**src/rtl/apb_pkg.sv**
```systemverilog
// Shared FSM state type and APB width limits for the arbitrated APB master.
package apb_pkg;

    typedef enum logic [1:0] {
        ST_IDLE   = 2'd0,
        ST_SETUP  = 2'd1,
        ST_ACCESS = 2'd2
    } apb_state_e;

    localparam int APB_AW_MAX = 32;

    function automatic int strb_width(input int dw);
        return dw / 8;
    endfunction

endpackage

```
**src/rtl/rr_arbiter.sv**
```systemverilog
// Combinational round-robin pick: search starts one past ptr_i and wraps.
module rr_arbiter #(
    parameter int NREQ = 2,
    parameter int PW   = 1
) (
    input  logic [NREQ-1:0] req_i,
    input  logic [PW-1:0]   ptr_i,
    output logic [NREQ-1:0] gnt_o
);

    logic          found;
    logic [PW-1:0] idx;

    always_comb begin
        gnt_o = '0;
        found = 1'b0;
        idx   = '0;
        for (int i = 1; i <= NREQ; i++) begin
            idx = PW'((int'(ptr_i) + i) % NREQ);
            if (!found && req_i[idx]) begin
                gnt_o[idx] = 1'b1;
                found      = 1'b1;
            end
        end
    end

endmodule

```
**src/rtl/apb_arb_master.sv**
```systemverilog
// Arbitrated APB master: round-robin selects one of NREQ requesters and runs
// a single APB transfer at a time, with an ACCESS-phase timeout.
module apb_arb_master
    import apb_pkg::*;
#(
    parameter int DW      = 32,
    parameter int AW      = 5,
    parameter int NREQ    = 2,
    parameter int TIMEOUT = 16
) (
    input  logic                            pclk,
    input  logic                            preset,
    input  logic [NREQ-1:0]                 i_req,
    input  logic [NREQ-1:0]                 i_wr,
    input  logic [NREQ*AW-1:0]              i_addr,
    input  logic [NREQ*DW-1:0]              i_wdata,
    input  logic [NREQ*strb_width(DW)-1:0]  i_strb,
    output logic [NREQ-1:0]                 o_gnt,
    output logic [NREQ-1:0]                 o_done,
    output logic [DW-1:0]                   o_rdata,
    output logic                            o_err,
    output logic [AW-1:0]                   o_paddr,
    output logic                            o_pwrite,
    output logic                            o_psel,
    output logic                            o_penable,
    output logic [DW-1:0]                   o_pwdata,
    output logic [strb_width(DW)-1:0]       o_pstrb,
    input  logic [DW-1:0]                   i_prdata,
    input  logic                            i_pslverr,
    input  logic                            i_pready
);

    localparam int SW = strb_width(DW);
    localparam int PW = (NREQ > 1) ? $clog2(NREQ) : 1;
    localparam int CW = $clog2(TIMEOUT);

    if (AW < 1 || AW > APB_AW_MAX) begin : g_bad_aw
        $error("apb_arb_master: AW out of range");
    end

    apb_state_e      state_q, state_d;
    logic [PW-1:0]   ptr_q, ptr_d, owner_q, owner_d, win_idx;
    logic [CW-1:0]   cnt_q, cnt_d;
    logic [NREQ-1:0] win_oh, owner_oh;
    logic [NREQ-1:0] gnt_q, gnt_d, done_q, done_d;
    logic [DW-1:0]   rdata_q, rdata_d, pwdata_q, pwdata_d;
    logic [AW-1:0]   paddr_q, paddr_d;
    logic [SW-1:0]   pstrb_q, pstrb_d;
    logic            err_q, err_d, pwrite_q, pwrite_d;
    logic            psel_q, psel_d, penable_q, penable_d;
    logic            timed_out;

    rr_arbiter #(.NREQ(NREQ), .PW(PW)) u_arb (
        .req_i (i_req),
        .ptr_i (ptr_q),
        .gnt_o (win_oh)
    );

    always_comb begin
        win_idx = '0;
        for (int r = 0; r < NREQ; r++) begin
            if (win_oh[r]) win_idx = PW'(r);
        end
    end

    assign owner_oh  = NREQ'(1) << owner_q;
    assign timed_out = (cnt_q == CW'(TIMEOUT - 1));

    always_comb begin
        state_d   = state_q;
        ptr_d     = ptr_q;
        owner_d   = owner_q;
        cnt_d     = cnt_q;
        gnt_d     = '0;
        done_d    = '0;
        rdata_d   = rdata_q;
        err_d     = err_q;
        paddr_d   = paddr_q;
        pwrite_d  = pwrite_q;
        pwdata_d  = pwdata_q;
        pstrb_d   = pstrb_q;
        psel_d    = psel_q;
        penable_d = penable_q;
        case (state_q)
            ST_IDLE: begin
                if (|i_req) begin
                    ptr_d     = win_idx;
                    owner_d   = win_idx;
                    gnt_d     = win_oh;
                    cnt_d     = '0;
                    paddr_d   = i_addr[win_idx*AW +: AW];
                    pwrite_d  = i_wr[win_idx];
                    // Reads drive zero data/strobe on the bus.
                    pwdata_d  = i_wr[win_idx] ? i_wdata[win_idx*DW +: DW] : '0;
                    pstrb_d   = i_wr[win_idx] ? i_strb[win_idx*SW +: SW] : '0;
                    psel_d    = 1'b1;
                    penable_d = 1'b0;
                    state_d   = ST_SETUP;
                end
            end
            ST_SETUP: begin
                penable_d = 1'b1;
                state_d   = ST_ACCESS;
            end
            ST_ACCESS: begin
                // A ready on the last allowed cycle wins over the timeout.
                if (i_pready || timed_out) begin
                    done_d    = owner_oh;
                    err_d     = i_pready ? i_pslverr : 1'b1;
                    rdata_d   = (i_pready && !pwrite_q) ? i_prdata : '0;
                    psel_d    = 1'b0;
                    penable_d = 1'b0;
                    state_d   = ST_IDLE;
                end else begin
                    cnt_d = cnt_q + 1'b1;
                end
            end
            default: begin
                psel_d    = 1'b0;
                penable_d = 1'b0;
                state_d   = ST_IDLE;
            end
        endcase
    end

    always_ff @(posedge pclk or posedge preset) begin
        if (preset) begin
            state_q   <= ST_IDLE;
            ptr_q     <= PW'(NREQ - 1);
            owner_q   <= '0;
            cnt_q     <= '0;
            gnt_q     <= '0;
            done_q    <= '0;
            rdata_q   <= '0;
            err_q     <= 1'b0;
            paddr_q   <= '0;
            pwrite_q  <= 1'b0;
            pwdata_q  <= '0;
            pstrb_q   <= '0;
            psel_q    <= 1'b0;
            penable_q <= 1'b0;
        end else begin
            state_q   <= state_d;
            ptr_q     <= ptr_d;
            owner_q   <= owner_d;
            cnt_q     <= cnt_d;
            gnt_q     <= gnt_d;
            done_q    <= done_d;
            rdata_q   <= rdata_d;
            err_q     <= err_d;
            paddr_q   <= paddr_d;
            pwrite_q  <= pwrite_d;
            pwdata_q  <= pwdata_d;
            pstrb_q   <= pstrb_d;
            psel_q    <= psel_d;
            penable_q <= penable_d;
        end
    end

    assign o_gnt     = gnt_q;
    assign o_done    = done_q;
    assign o_rdata   = rdata_q;
    assign o_err     = err_q;
    assign o_paddr   = paddr_q;
    assign o_pwrite  = pwrite_q;
    assign o_pwdata  = pwdata_q;
    assign o_pstrb   = pstrb_q;
    assign o_psel    = psel_q;
    assign o_penable = penable_q;

endmodule

```
**config.mk**
```make
export PLATFORM = sky130hd
export DESIGN_NAME = apb_arb_master
export DESIGN_NICKNAME = d
export VERILOG_FILES = /design/src/rtl/apb_pkg.sv /design/src/rtl/rr_arbiter.sv /design/src/rtl/apb_arb_master.sv
export SDC_FILE = /design/constraint.sdc
export NUM_CORES = 1
export LEC_CHECK = 0
export ABC_CLOCK_PERIOD_IN_PS = 7500
export CAP_MARGIN = 40
export CORE_MARGIN = 3
export CORE_UTILIZATION = 42
export CTS_CLUSTER_DIAMETER = 30
export CTS_CLUSTER_SIZE = 16
export DETAILED_ROUTE_END_ITERATION = 6
export PLACE_DENSITY = 0.86
export SKIP_LAST_GASP = 1
export SYNTH_ARGS = -nofsm -noshare
export SYNTH_HDL_FRONTEND = slang
export SYNTH_HIERARCHICAL = 1
export SYNTH_SLANG_ARGS = --single-unit
```
**constraint.sdc**
```tcl
create_clock -name pclk -period 7.5 [get_ports pclk]
set_clock_uncertainty 0.2 [all_clocks]
set_input_delay 1.5 -clock pclk [delete_from_list [all_inputs] [get_ports pclk]]
set_output_delay 1.5 -clock pclk [all_outputs]
set_load 0.1 [all_outputs]
```
# After elaboration in Yosys (flattened, before gate mapping)

Cells that the tools add are included.

Mux-type cells: 33
Equality and inequality tests: 6
Reductions and logical operators: 15
Add/sub/neg operators: 3
Shift operators: 4
$lt $le $gt $ge: 5
Bitwise gates (word level): 2
Multipliers: 1

Operator list:

| cell                                                      | count |
|---|---|
| 2-to-1 mux 32 bit                                         | 2 |
| indexed part select 64 x 7 -> 32 bit                      | 1 |
| 2-to-1 mux 2 bit                                          | 8 |
| 2-to-1 mux 1 bit                                          | 14 |
| 2-to-1 mux 4 bit                                          | 3 |
| indexed part select 10 x 5 -> 5 bit                       | 1 |
| case mux 4 bit (2 select lines)                           | 1 |
| indexed part select 8 x 4 -> 4 bit                        | 1 |
| < comparator 1 x 2 -> 1 bit (second input constant)       | 3 |
| != test 2 bit (second input constant)                     | 3 |
| case mux 1 bit (3 select lines)                           | 2 |
| case mux 2 bit (3 select lines)                           | 1 |
| AND reduction 2 bit                                       | 3 |
| AND reduction 3 bit                                       | 2 |
| adder 4 x 1 -> 4 bit (second input constant)              | 1 |
| == test 4 bit (second input constant)                     | 1 |
| logical AND 1 bit                                         | 4 |
| multiplier 1 x 3 -> 4 bit (second input constant)         | 1 |
| adder 1 bit (second input constant)                       | 2 |
| demux 1 bit (select 1 bit)                                | 2 |
| == test 2 x 1 -> 1 bit (second input constant)            | 1 |
| == test 2 bit (second input constant)                     | 1 |
| greater-or-equal comparator 1 bit (second input constant) | 2 |
| zero test 1 bit                                           | 2 |
| 7 further kinds                                           | 7 |

Input port bits: 122
Register bits after elaboration: 89

# Logic depth before layout (Yosys ltp)

Depth in word-level cells: 12
Depth in mapped cells: 6
Depth with buffers taken out: 4

# By module

Netlist, hierarchy kept.

By module, submodules not included:

| module         | cells each | times used | area each (um^2) |
|---|---|---|---|
| apb_arb_master | 275        | 1          | 3649.8 |
| rr_arbiter     | 3          | 1          | 18.8 |

# Worst setup path before layout

No wires, ideal clock.

Kind: input-to-reg
Start: input i_req[1]
End: register pstrb_q[1] (netlist: o_pstrb[1])
Data arrival time: 2546 ps
Data required time: 7176 ps
Setup time: 124 ps
Path slack: 4630 ps
Stages on the path: 6
Cells stage by stage: a21boi_0 buf_2 mux2_2 nand3_2 buf_2 o2bb2ai_1

Word-level cells in the longest chain between the ends: 10

Ends and longest elaborated chain:

| item                                                                                        | line                  | RTL |
|---|---|---|
| from (decl)                                                                                 | apb_arb_master.sv:13  | `input logic [NREQ-1:0] i_req,` |
| parallel branches: the longest is 10 deep, another holds indexed part select 8 x 4 -> 4 bit | --                    |  |
| to (signal assigned)                                                                        | apb_arb_master.sv:154 | `pstrb_q <= pstrb_d;` |
| to (decl)                                                                                   | apb_arb_master.sv:48  | `logic [SW-1:0] pstrb_q, pstrb_d;` |

Several ways; the timed one is not identified. The select of a mux whose other input is x is not followed.
A chain may end at the register's enable or synchronous reset.

# Final worst setup path

Start: input i_req[1]
End: register pwdata_q[17] (netlist: o_pwdata[17])

Word-level cells in the longest chain between the ends: 10

Ends and longest elaborated chain:

| item                                                                                         | line                  | RTL |
|---|---|---|
| 2-to-1 mux 1 bit (not written as such) (2 in a row)                                          | rr_arbiter.sv:20      | `if (!found && req_i[idx]) begin` |
| 2-to-1 mux 1 bit                                                                             | rr_arbiter.sv:20      |  |
| zero test 1 bit                                                                              | rr_arbiter.sv:20      |  |
| logical AND 1 bit                                                                            | rr_arbiter.sv:20      |  |
| 2-to-1 mux 2 bit *                                                                           | rr_arbiter.sv:20      |  |
| named net win_oh[1]                                                                          | apb_arb_master.sv:44  | `logic [NREQ-1:0] win_oh, owner_oh;` |
| 2-to-1 mux 1 bit *                                                                           | apb_arb_master.sv:62  | `if (win_oh[r]) win_idx = PW'(r);` |
| parallel branches: the longest is 2 deep, another holds indexed part select 64 x 7 -> 32 bit | --                    |  |
| 2-to-1 mux 32 bit *                                                                          | apb_arb_master.sv:94  | `pwdata_d = i_wr[win_idx] ? i_wdata[win_idx*DW +: DW] : '0;` |
| to (signal assigned)                                                                         | apb_arb_master.sv:153 | `pwdata_q <= pwdata_d;` |
| to (decl)                                                                                    | apb_arb_master.sv:46  | `logic [DW-1:0] rdata_q, rdata_d, pwdata_q, pwdata_d;` |

Mark *: on every way through the listed nets, which the timed path passes. The select of a mux whose other input is x is not followed.

==> metrics.txt <==
status=finished clean; clock tree sinks=slightly below 90; prevailing post-synth register cell=dfrtp_1; setup bufs post-CTS=0; asr flop ratio synth=between 90% and 100%; Final Hold Viols=0; f_max=about 0.23 GHz; Worst Path Class, Setup=input pin to register; Yosys top cell by area=dfrtp_1; clock root buffer master=clkbuf_8; TritonCTS buffer count=9; Ant. Diodes=0; first-pass GRT wire length=between 20000 and 30000 um; Clock power frac=8.9%; grt total ovfl=0; Tcrit/Tclk final=approximately 59%; TritonRoute pass-1 iters=4; Area contributors post-synth=dfrtp_1 (59%), mux2i_1 (12%), o2bb2ai_1 (8.6%); Rel. slew slack=44.9%; core box area=about 8300 um^2; Synth cell types=31; combinational share of power=71.1%; Synth-to-Final Area Change=105%; Max Slew Vio Count=0; Worst-Margin Slew=0.825 ns; yosys warns=6; reg-to-reg startpoint=ptr_q; vias in the first global route=4300; DP HPWL=between 10000 and 15000 um; clock slew at reported path FFs=approximately 0.10 ns; FF+latch count, synth=88; share of the yosys chip area belonging to registers=60.1%; Die Area=just under 10000 um^2; CP Launch Type=input pin; CTS Hold Bufs=0; post-route setup TNS=0 ns; Ports=203; Worst-Skew Late Latency=around 0.36 ns; area post-placement=7300 um^2; site row count=33; sequential share of power=20.0%; crit path launch=i_req[1]; min Tclk post-route=4.40 ns; Design Area, Final=between 7000 and 8000 um^2; I/O Buffers=between 200 and 250; Pint=approximately 2000 uW; fin cells=about 670; CTS tree=yes; Post-Route WL=roughly 17000 um; Core Util, Final=between 90% and 100%; WHS Path Cells=1; Critical Path End Type=register; Nets=680; final setup vio count=0; Crit Path Max Fanout=43; largest net degree at the start of global routing=55; most common cell after layout, fill and taps aside=clkdlybuf4s50_1; Mapped Area=3670 um^2; worst min path class=register to register; EDFF count, synth=0; worst endpoint required time=~7.5 ns; most frequent cells in the layout=clkdlybuf4s50_1 (202), dfrtp_1 (87), buf_8 (60), mux2i_1 (43), o2bb2ai_1 (36); worst vdd ir=~0.00048 V; DR vias/cell=5.75; Synth Instances=278; post-CTS resize count=0; syn nets=401; RSZ-0062 raised after global routing=no; area share of the largest cell type after synthesis=roughly three fifths; initial antenna violation count=0; total track usage=about a third; WL/cell=about 25 um; critical hold path startpoint=o_rdata[18]; htree depth=3; Antenna Nets Post-Route=0; via count=between 3000 and 4000; placer congestion estimate=between 0.7 and 0.8; Syn Area/Cell=around 13 um^2; NetSw=between 2000 and 2500 uW; 1st-iter DRT viols=233; share of layout cells above drive strength 1=19.6%; worst path arrival time=about 4.4 ns; r2r worst-path depth=5; sw frac=a little over half; Max clock buf depth=2; Die Ht=between 90 and 100 um; post-route DRC violation count=0; Leak Pwr=roughly 0.0033 uW; Placed Cells=651; Die X-Extent=~100 um; Initial Util=a little over two fifths; PwrDens=approximately 550 nW/um^2; max_cap viols=0
## metal layers
layer | up-vias | track usage [%] | share of wire, %
met2 | 237 | 60.4 | 53
li1 | 1608 | - | -
met4 | 0 | 23.0 | 7.3
met3 | 86 | 7.92 | 6.3
met5 | - | 0 | 0
met1 | 1893 | 35.3 | 33
## worst max-delay path, cell delays in order
cell and delay (ns):
clkdlybuf4s50_1 0.54, a21boi_4 0.22, buf_4 0.62, mux2_2 0.32, nand3_2 0.64, o2bb2ai_1 0.57
## sequential cells by signal, indices dropped and copies added, names as in the netlist, 2 cells and up
name and cells:
cnt_q 4, o_paddr 5, state_q 2, o_rdata 32
o_gnt 2, o_pstrb 4, o_done 2, o_pwdata 32
## through the flow
step / setup slack, ns / total power [uW] / hold WS, ns
after global placement: 3.24 / 2900 / 0.255
after detailed placement: 3.02 / 3720 / 0.273
after global routing: 2.99 / 4240 / 0.319
final: 3.10 / 4140 / 0.301
after CTS: 3.15 / 4140 / 0.304
after floorplan: 3.52 / 2390 / 0.226
## cells in the mapped netlist (2+ instances only)
library cell and instances:
dfrtp_1 87, nand2_1 2, clkbuf_1 2, and3_1 3, mux2i_1 43, inv_1 8
a22o_1 32, o21ai_0 14, buf_2 19, nor2_1 7, mux2_2 2, or2_2 2
a21o_1 2, o2bb2ai_1 36, o31ai_1 2, a21oi_1 2
## cell families (layout without fill, tap and decap cells)
kind of cell / Yosys count / in the layout / synth area share [%]
flip-flops: 88 / 88 / 60.1
AO/OA/AOI/OAI: 94 / 94 / 20.5
multiplexers: 45 / 45 / 12.3
adder cells (fa/ha/maj): 1 / 1 / 0.341
buffers and inverters: 29 / 311 / 3.62
AND/OR/NAND/NOR: 21 / 21 / 3.10
## path summary, 6_finish.rpt
path | end | slack (ns)
min in group asynchronous | o_pwdata[17] | 1.39
worst min-delay path | o_rdata[18] | 0.30
worst min register to register | o_rdata[18] | 0.30
worst max register to register | o_pwdata[17] | 4.44
worst max-delay path | o_pwdata[17] | 3.10
max in group asynchronous | ptr_q | 5.02
## layout make-up
class / instances / area, um^2
multi-input combinational: 161 / 1350
inverter: 8 / 31.3
timing repair buffer: 289 / 3590
fill: 308 / 833
clock buffer: 11 / 141
sequential: 88 / 2200
clock inverter: 3 / 67.6
tap: 105 / 131
## power groups by stage
stage	clock network (uW)	logic (uW)	registers, uW
floorplan	0	331	2060
global placement	0	2110	786
detailed placement	0	2910	810
CTS	371	2950	819
global route	389	3010	838
finish	368	2940	826
(Power assumes the default switching activity.)
